--- config.mk ---
export PLATFORM = sky130hd
export DESIGN_NAME = life_engine_flat
export DESIGN_NICKNAME = d
export VERILOG_FILES = /design/src/rtl/life_if.sv /design/src/rtl/life_engine.sv /design/src/flat_wrapper.sv
export SDC_FILE = /design/constraint.sdc
export NUM_CORES = 1
export LEC_CHECK = 0
export BUFFER_PORTS_ARGS = -buffer_cell sky130_fd_sc_hd__buf_2
export CAP_MARGIN = 0
export CORE_ASPECT_RATIO = 1.1
export CORE_MARGIN = 10
export CORE_UTILIZATION = 65
export CTS_CLUSTER_DIAMETER = 120
export CTS_CLUSTER_SIZE = 25
export DETAILED_ROUTE_END_ITERATION = 12
export HOLD_SLACK_MARGIN = 0.1
export MAX_ROUTING_LAYER = met4
export PLACE_DENSITY = 0.82
export SKIP_CTS_REPAIR_TIMING = 1
export SLEW_MARGIN = 10
export SYNTH_ARGS = -nofsm -noshare
export SYNTH_HDL_FRONTEND = slang
export SYNTH_SLANG_ARGS = --single-unit
--- constraint.sdc ---
create_clock -name clk_i -period 16.9 [get_ports clk_i]
set_clock_uncertainty 0.05 [all_clocks]
set_input_delay 2.535 -clock clk_i [delete_from_list [all_inputs] [get_ports clk_i]]
set_output_delay 2.535 -clock clk_i [all_outputs]
set_load 0.02 [all_outputs]
--- src/rtl/life_if.sv ---
// Command/status bundle between the control layer and the life engine.
interface life_if #(
    parameter int ROWS  = 8,
    parameter int COLS  = 8,
    parameter int PER_W = 8,
    parameter int GEN_W = 16
);
    logic [ROWS*COLS-1:0] seed;
    logic                 load;
    logic                 start;
    logic                 stop;
    logic                 step;
    logic [PER_W-1:0]     period;
    logic                 auto_halt;
    logic [ROWS*COLS-1:0] grid;
    logic [GEN_W-1:0]     gen_count;
    logic                 gen_tick;
    logic                 running;
    logic                 stable;
    logic                 extinct;

    modport master (
        output seed, load, start, stop, step, period, auto_halt,
        input  grid, gen_count, gen_tick, running, stable, extinct
    );
    modport slave (
        input  seed, load, start, stop, step, period, auto_halt,
        output grid, gen_count, gen_tick, running, stable, extinct
    );
endinterface

--- src/rtl/life_engine.sv ---
// Conway Game-of-Life (B3/S23) engine over a ROWS x COLS grid.
// The grid register is the only cell storage; the successor generation is
// computed combinationally from it. Free-run with a prescaled period or
// single-step from IDLE. The auto-halt decision at a tick point compares the
// live successor against the grid directly, so it is correct even when the
// grid changed on the previous edge (period 0) and the registered flags lag.
module life_engine #(
    parameter int ROWS  = 8,
    parameter int COLS  = 8,
    parameter int WRAP  = 1,
    parameter int PER_W = 8,
    parameter int GEN_W = 16
) (
    input  logic   clk_i,
    input  logic   reset_ni,
    life_if.slave  bus
);
    localparam int N = ROWS * COLS;

    typedef enum logic {IDLE, RUN} state_e;

    state_e           state_q;
    logic [N-1:0]     grid_q;
    logic [N-1:0]     grid_d;     // successor generation
    logic [GEN_W-1:0] gen_q;
    logic [GEN_W-1:0] gen_d;
    logic [PER_W-1:0] pre_q;
    logic             tick_q;
    logic             stable_q;
    logic             extinct_q;
    logic             still;
    logic             dead;

    // Per-cell neighbourhood and rule evaluation.
    for (genvar r = 0; r < ROWS; r++) begin : g_row
        for (genvar c = 0; c < COLS; c++) begin : g_col
            logic [7:0] nb;
            logic [3:0] cnt;
            for (genvar k = 0; k < 8; k++) begin : g_nb
                // k: 0..2 row above, 3..4 same row, 5..7 row below
                localparam int DR  = (k < 3) ? -1 : (k < 5) ? 0 : 1;
                localparam int DC  = (k == 0 || k == 3 || k == 5) ? -1 :
                                     (k == 1 || k == 6) ? 0 : 1;
                localparam int RR  = r + DR;
                localparam int CC  = c + DC;
                localparam bit INR = (RR >= 0) && (RR < ROWS) && (CC >= 0) && (CC < COLS);
                localparam int RW  = (RR + ROWS) % ROWS;
                localparam int CW  = (CC + COLS) % COLS;
                if (WRAP != 0 || INR) begin : g_rd
                    assign nb[k] = grid_q[RW*COLS + CW];
                end else begin : g_zero
                    assign nb[k] = 1'b0;
                end
            end
            // Population count of the 8 neighbours (0..8 fits in 4 bits).
            always_comb begin
                cnt = '0;
                for (int i = 0; i < 8; i++) cnt = cnt + {3'b000, nb[i]};
            end
            assign grid_d[r*COLS + c] = (cnt == 4'd3) | (grid_q[r*COLS + c] & (cnt == 4'd2));
        end
    end

    assign still = (grid_d == grid_q);
    assign dead  = (grid_q == '0);

    // Saturating generation increment.
    always_comb begin
        gen_d = gen_q;
        if (gen_q != {GEN_W{1'b1}}) gen_d = gen_q + 1'b1;
    end

    // Control FSM, grid storage and status flags.
    always_ff @(posedge clk_i or negedge reset_ni) begin
        if (!reset_ni) begin
            state_q   <= IDLE;
            grid_q    <= '0;
            gen_q     <= '0;
            pre_q     <= '0;
            tick_q    <= 1'b0;
            stable_q  <= 1'b1;
            extinct_q <= 1'b1;
        end else begin
            tick_q    <= 1'b0;
            stable_q  <= still;
            extinct_q <= dead;
            if (bus.load) begin
                grid_q  <= bus.seed;
                gen_q   <= '0;
                pre_q   <= '0;
                state_q <= IDLE;
            end else if (bus.stop) begin
                state_q <= IDLE;
            end else if (bus.start && state_q == IDLE) begin
                state_q <= RUN;
                pre_q   <= '0;
            end else if (state_q == IDLE) begin
                if (bus.step) begin
                    grid_q <= grid_d;
                    gen_q  <= gen_d;
                    tick_q <= 1'b1;
                end
            end else if (pre_q == bus.period) begin
                pre_q <= '0;
                if (bus.auto_halt && (still || dead)) begin
                    state_q <= IDLE;
                end else begin
                    grid_q <= grid_d;
                    gen_q  <= gen_d;
                    tick_q <= 1'b1;
                end
            end else begin
                pre_q <= pre_q + 1'b1;
            end
        end
    end

    assign bus.grid      = grid_q;
    assign bus.gen_count = gen_q;
    assign bus.gen_tick  = tick_q;
    assign bus.running   = (state_q == RUN);
    assign bus.stable    = stable_q;
    assign bus.extinct   = extinct_q;
endmodule

--- src/flat_wrapper.sv ---
// flat-port wrapper written by rule: the top's interface ports become plain ports
module life_engine_flat 
#(
    parameter int ROWS  = 8,
    parameter int COLS  = 8,
    parameter int WRAP  = 1,
    parameter int PER_W = 8,
    parameter int GEN_W = 16
)
  (clk_i, reset_ni, bus_seed, bus_load, bus_start, bus_stop, bus_step, bus_period, bus_auto_halt, bus_grid, bus_gen_count, bus_gen_tick, bus_running, bus_stable, bus_extinct);
  life_if #(.ROWS(ROWS), .COLS(COLS), .PER_W(PER_W), .GEN_W(GEN_W)) bus_i ();
  input  logic clk_i;
  input  logic reset_ni;
  input wire logic [$bits(bus_i.seed)-1:0] bus_seed;
  input wire logic [$bits(bus_i.load)-1:0] bus_load;
  input wire logic [$bits(bus_i.start)-1:0] bus_start;
  input wire logic [$bits(bus_i.stop)-1:0] bus_stop;
  input wire logic [$bits(bus_i.step)-1:0] bus_step;
  input wire logic [$bits(bus_i.period)-1:0] bus_period;
  input wire logic [$bits(bus_i.auto_halt)-1:0] bus_auto_halt;
  output wire logic [$bits(bus_i.grid)-1:0] bus_grid;
  output wire logic [$bits(bus_i.gen_count)-1:0] bus_gen_count;
  output wire logic [$bits(bus_i.gen_tick)-1:0] bus_gen_tick;
  output wire logic [$bits(bus_i.running)-1:0] bus_running;
  output wire logic [$bits(bus_i.stable)-1:0] bus_stable;
  output wire logic [$bits(bus_i.extinct)-1:0] bus_extinct;
  assign bus_i.seed = bus_seed;
  assign bus_i.load = bus_load;
  assign bus_i.start = bus_start;
  assign bus_i.stop = bus_stop;
  assign bus_i.step = bus_step;
  assign bus_i.period = bus_period;
  assign bus_i.auto_halt = bus_auto_halt;
  assign bus_grid = bus_i.grid;
  assign bus_gen_count = bus_i.gen_count;
  assign bus_gen_tick = bus_i.gen_tick;
  assign bus_running = bus_i.running;
  assign bus_stable = bus_i.stable;
  assign bus_extinct = bus_i.extinct;
  life_engine #(.ROWS(ROWS), .COLS(COLS), .WRAP(WRAP), .PER_W(PER_W), .GEN_W(GEN_W)) u_core (.clk_i(clk_i), .reset_ni(reset_ni), .bus(bus_i));
endmodule
==> flow_summary.json, run 1 <==
{
  "rsz0062_at_grt": "no",
  "antenna_found_initial": 3,
  "min-delay-path-class": "reg2reg",
  "synth_edf_count": 0,
  "synth_cells": 2013,
  "ys.flop_type": "dfrtp_1",
  "slew_headroom": 0.257,
  "fin_nets": 2722,
  "first_pass_iters": 6,
  "ys_seq_area_frac": 0.126,
  "io_buffers": 162,
  "max-cap-violations": 0,
  "multi_input_area_um2": 14000,
  "setup_viol": 0,
  "area_delta_synth_final_pct": 8.35,
  "drive_gt1_frac": 0.126,
  "cts_buffers": 9,
  "routed_via_density": 6.80,
  "clk_pin_slew_ps": 90,
  "cp_data_required_time_ps": 17120,
  "synth_seq_cells": 92,
  "slew_violations": 0,
  "grt_pass1_vias": 17700,
  "antenna_left": 0,
  "core_area_um2": 27800,
  "tritoncts": "built",
  "crit_type": "reg2reg",
  "post_drt_wl_per_cell_um": 28.2,
  "crit_arrival_ps": 7930,
  "p_leak_nw": 9.92,
  "setup_tns_ps": 0,
  "fmax_ghz": 0.130,
  "die_width_um": 180,
  "crit_path_max_fanout": 44,
  "dp_hpwl_um": 56100,
  "cts_num_sinks": 92,
  "irDropWorstVdd_mv": 0.160,
  "final_core_util": 0.714,
  "finalHoldViolCount": 0,
  "syn_avg_cell_area_um2": 9.10,
  "grt_max_degree": 78,
  "routed-via-count": 17200,
  "drt-total-wl_um": 71300,
  "track_usage": 0.409,
  "synth_nets": 2574,
  "initial_core_util": 0.659,
  "clock_latency_ps": 400,
  "drc": 0,
  "fin_crit_sh": 0.456,
  "async_flop_share": 1.00,
  "synth_top_cell_area_share": 0.280,
  "layout.area.seq_um2": 2300,
  "start_kind": "flip-flop",
  "grt-ovfl-total": 0,
  "synthTopCellsByArea": "fa_1 28%, ha_1 15%, dfrtp_1 12%",
  "yosysTopAreaCell": "fa_1",
  "status": "complete, no violations",
  "drt-initial-drc-count": 1935,
  "final_common_cell": "inv_1",
  "htree_levels": 3,
  "gp_congestion": 1.16,
  "worst_pin_slew_ps": 1100,
  "synthDistinctLibCells": 78,
  "chipHeight_um": 196,
  "dieArea_um2": 35300,
  "num-fill-cells": 2186,
  "power_density_nw_per_um2": 222,
  "rows": 64,
  "cts_root_buf": "clkbuf_16",
  "cts.path.max_buffers": 2,
  "crit_path_end_kind": "flip-flop",
  "final_cell_mix": "471 x inv_1, 256 x fa_1, 226 x ha_1",
  "synth_area_um2": 18300,
  "ys_warn_count": 0,
  "grt_first_pass_wirelength_um": 107000,
  "fin_crit_ps": 7710,
  "pin_count": 163
}
## cells by family after synthesis
| kind of cell | after synthesis | synth area share |
|---|---|---|
| muxes | 37 | 0.0210 |
| adders and majority gates | 482 | 0.434 |
| and+or+nand+nor | 482 | 0.151 |
| xor gates and xnor gates | 15 | 0.00717 |
| DFF | 92 | 0.126 |
| buffers and inverters | 518 | 0.109 |
| AOI/OAI and AO/OA | 387 | 0.152 |
## flip-flops by register name, summed over array words and instances (netlist names)
register	cells
u_core.bus.extinct	1
u_core.bus.gen_count	16
u_core.bus.gen_tick	1
u_core.bus.grid	64
u_core.bus.running	1
u_core.bus.stable	1
u_core.pre_q	8
## worst paths after layout
| kind | start | end | slack [ps] | cells after the start |
|---|---|---|---|---|
| setup / recovery | u_core.bus.grid[19] | u_core.bus.grid[35] | 9190 | 19 |
| setup reg to reg | u_core.bus.grid[19] | u_core.bus.grid[35] | 9190 | 19 |
| min in group asynchronous | reset_ni | u_core.bus.grid[34] | 2170 | 1 |
| max in group asynchronous | reset_ni | u_core.bus.grid[23] | 13450 | 2 |
| hold / removal | u_core.bus.gen_count[15] | u_core.bus.gen_count[15] | 520 | 1 |
| hold reg to reg | u_core.bus.gen_count[15] | u_core.bus.gen_count[15] | 520 | 1 |
## synth_stat cells, types with 4 or more instances
cell       instances
o221a_2           35
nor3b_1           42
a211oi_1          20
fa_1             256
nor4b_1           15
o2111ai_1          4
mux2i_1           25
a31oi_1           33
a22oi_1           17
o22a_1             5
buf_2              8
and4_1             4
nand3_1           52
inv_1            471
nand2_1           93
xor2_1            12
a221oi_1           6
nor3_1             9
or4_1             17
nor4_1             9
and2_1             9
o21ai_1            4
o21ai_0           86
nor2b_1           43
or3b_2            12
nand4_1           42
mux2_2            12
or3_1             11
nand3b_1          20
clkbuf_1          30
a211o_1            5
ha_1             226
buf_6              5
a2111oi_0          5
o211ai_1           5
a311o_1           34
o31ai_1            9
a21oi_1           71
dfrtp_1           90
nand2b_1          29
o41ai_1            5
nor2_1            60
o22ai_1            5
## stage by stage
step           cell area [um2]  total power, mW  setup slack (ps)  hold WS [ps]  cells
2_1_floorplan            18300             2.86             10880           475   2013
5_1_grt                  19800             4.77              9170           546   2532
6_report                 19800             4.41              9190           523   2532
3_3_place_gp             19500             3.85              9510           488   2513
4_1_cts                  19800             4.26              9430           526   2529
3_5_place_dp             19500             4.01              9430           506   2513
## cell type report
cell class / count / area share
clock inverters: 7 / 0.00391
flip-flops and latches: 92 / 0.116
clock buffers: 9 / 0.0113
diodes: 3 / 0.000378
repair buffers: 183 / 0.0489
multi-input cells: 1403 / 0.707
inverters: 472 / 0.0894
well taps: 363 / 0.0229
## where the power goes
part | internal, mW | total, mW | switching, mW
clock network | 0.106 | 0.231 | 0.125
logic | 1.53 | 3.83 | 2.30
registers | 0.248 | 0.349 | 0.102
total | 1.89 | 4.41 | 2.52
## critical path, stage by stage (launching register included)
cell and delay, ps:
dfrtp_1 800, inv_1 520, ha_1 440, inv_1 50, fa_1 500, fa_1 500
inv_1 50, fa_1 410, inv_1 90, fa_1 450, nor2b_1 160, a221o_1 280
o2111ai_1 170, or4_1 500, or4_1 430, or4_1 600, or2_2 520, buf_4 400
a311o_1 440, o221a_2 140
## per-layer routing
metal  global-route usage  part of all wire  up-vias
met5                    -                 0        -
met4                0.288             0.083        0
met3                0.137              0.13      368
met2                0.597              0.43     1294
met1                0.469              0.35     8401
li1                     -                 -     7167
No activity file was read; power rests on OpenSTA's default activity.
==> inputs of run 2 (changes only) <==
- CORE_UTILIZATION: 65 -> 63
- PLACE_DENSITY: 0.82 -> 0.8
- clock period: 16.9 -> 7.8 ns (I/O delays scaled with it)
==> run 2 against run 1 <==
Critical path depth unchanged. Final cell count up 1.8%. Non-clock buffer count up 41. Hold slack better by 11 ps. Largest cell class unchanged. Power up 110%. Sequential share of layout area down 0.19 points. Critical path type unchanged. Fmax up 8.8%.
==> flow_summary.json, run 2 (synthesized netlist as in run 1, its figures left out) <==
{
  "status": "complete, no violations",
  "min-delay-path-class": "reg2reg",
  "fin_nets": 2763,
  "die_width_um": 183,
  "start_kind": "flip-flop",
  "timing.rr.end": "u_core.bus.grid[54]",
  "ff2ff_path_depth": 19,
  "crit_start": "u_core.bus.grid[18]",
  "rsz0062_at_grt": "no",
  "dieArea_um2": 36300,
  "worst_pin_slew_ps": 1120,
  "fin_hold_ws_ps": 535,
  "antenna_left": 0,
  "endpoint": "u_core.bus.grid[54]",
  "drc": 0,
  "rr_startpoint": "u_core.bus.grid[18]",
  "rows": 65,
  "slew_headroom": 0.253,
  "power_density_nw_per_um2": 468,
  "antenna_found_initial": 3,
  "core_area_um2": 28700,
  "fin_crit_sh": 0.909,
  "routed-via-count": 17200,
  "cts.path.max_buffers": 2,
  "post_drt_wl_per_cell_um": 27.3,
  "htree_levels": 3,
  "r2r_setup_slack_ps": 710,
  "fmax_ghz": 0.141,
  "crit_path_max_fanout": 42,
  "first_pass_iters": 8,
  "p_leak_nw": 10.1,
  "fin_crit_ps": 7090,
  "drt-initial-drc-count": 2197,
  "irDropWorstVdd_mv": 0.347,
  "max-cap-violations": 0,
  "tritoncts": "built",
  "crit_arrival_ps": 7310,
  "grt_first_pass_wirelength_um": 106000,
  "routed-wl-met2_um": 31300,
  "setup_viol": 0,
  "initial_core_util": 0.638,
  "area_delta_synth_final_pct": 10.1,
  "setup_tns_ps": 0,
  "clock_latency_ps": 390,
  "drt-total-wl_um": 70300,
  "clk_pin_slew_ps": 80,
  "pin_count": 163,
  "maxUsedRoutingLayer": "met4",
  "grt_pass1_vias": 17500,
  "final_cell_mix": "471 x inv_1, 256 x fa_1, 226 x ha_1",
  "slew_violations": 0,
  "crit_path_end_kind": "flip-flop",
  "grt-ovfl-total": 0,
  "drive_gt1_frac": 0.142,
  "cp_data_required_time_ps": 8020,
  "chipHeight_um": 199,
  "drt-met1-wl_um": 25200,
  "crit_type": "reg2reg",
  "cts_buffers": 9,
  "final_common_cell": "inv_1",
  "num-fill-cells": 2354,
  "largest_reg_flops": 64,
  "wl_met3_um": 8290,
  "dp_hpwl_um": 56400,
  "cts_num_sinks": 92,
  "grt_max_degree": 72,
  "io_buffers": 162,
  "routed_via_density": 6.69,
  "cts_root_buf": "clkbuf_16",
  "gp_congestion": 1.10,
  "track_usage": 0.400,
  "finalHoldViolCount": 0
}
run 2: changes by cell type in the layout (fill, tap and decap cells not counted):
cell,delta
buf_4,+41
buf_12,+1
buf_2,-1
clkinv_4,-1
inv_6,+1
run 2: critical path, stage by stage, from the launching register on:
cell       delay (ps)
dfrtp_1           670
inv_1             400
ha_1              420
inv_1              60
fa_1              450
fa_1              490
inv_1              50
fa_1              410
inv_1             100
fa_1              450
nor2b_1           190
a221o_1           230
o2111ai_1         120
or4_1             460
or4_1             420
or4_1             610
or2_2             570
buf_12            300
a311o_1           360
o221a_2           130
run 2: how the worst min path moves through the flow:
stage          cells after the start                      from                  endpoint
2_1_floorplan                      2           u_core.pre_q[1]           u_core.pre_q[1]
3_3_place_gp                       2   u_core.bus.gen_count[9]   u_core.bus.gen_count[9]
3_5_place_dp                       2  u_core.bus.gen_count[13]  u_core.bus.gen_count[13]
4_1_cts                            2   u_core.bus.gen_count[6]   u_core.bus.gen_count[6]
5_1_grt                            2   u_core.bus.gen_count[6]   u_core.bus.gen_count[6]
6_report                           2  u_core.bus.gen_count[13]  u_core.bus.gen_count[13]
run 2: area by class of cell:
cell class | count | area (um2) | share of cell area
sequential | 92 | 2300 | 0.114
clock inverter | 7 | 77.6 | 0.00384
timing repair buffer | 224 | 1290 | 0.0641
clock buffer | 9 | 225 | 0.0112
tap | 368 | 460 | 0.0228
multi-input combinational | 1403 | 14000 | 0.696
inverter | 472 | 1770 | 0.0879
antenna | 3 | 7.51 | 0.000372
run 2: metal layers:
| metal | vias to the layer above | global-route usage |
|---|---|---|
| li1 | 7250 | - |
| met1 | 8497 | 0.479 |
| met2 | 1172 | 0.594 |
| met3 | 316 | 0.0965 |
| met4 | 0 | 0.266 |
| met5 | - | - |
run 2: stage by stage:
| step | util | instances | setup slack, ps | total power [mW] | area, um2 |
|---|---|---|---|---|---|
| after detailed placement | 0.692 | 2559 | 866 | 8.67 | 19900 |
| final | 0.703 | 2578 | 712 | 9.44 | 20200 |
| after CTS | 0.703 | 2575 | 846 | 9.21 | 20200 |
| after floorplan | - | 2013 | 1780 | 6.19 | 18300 |
| after global placement | 0.692 | 2559 | 984 | 8.30 | 19900 |
| after global routing | 0.703 | 2578 | 448 | 10.3 | 20200 |
run 2: where the power goes:
part | switching (mW) | internal [mW] | total, mW
Clock | 0.269 | 0.231 | 0.499
Combinational | 4.97 | 3.33 | 8.29
Sequential | 0.115 | 0.539 | 0.654
Total | 5.35 | 4.09 | 9.44
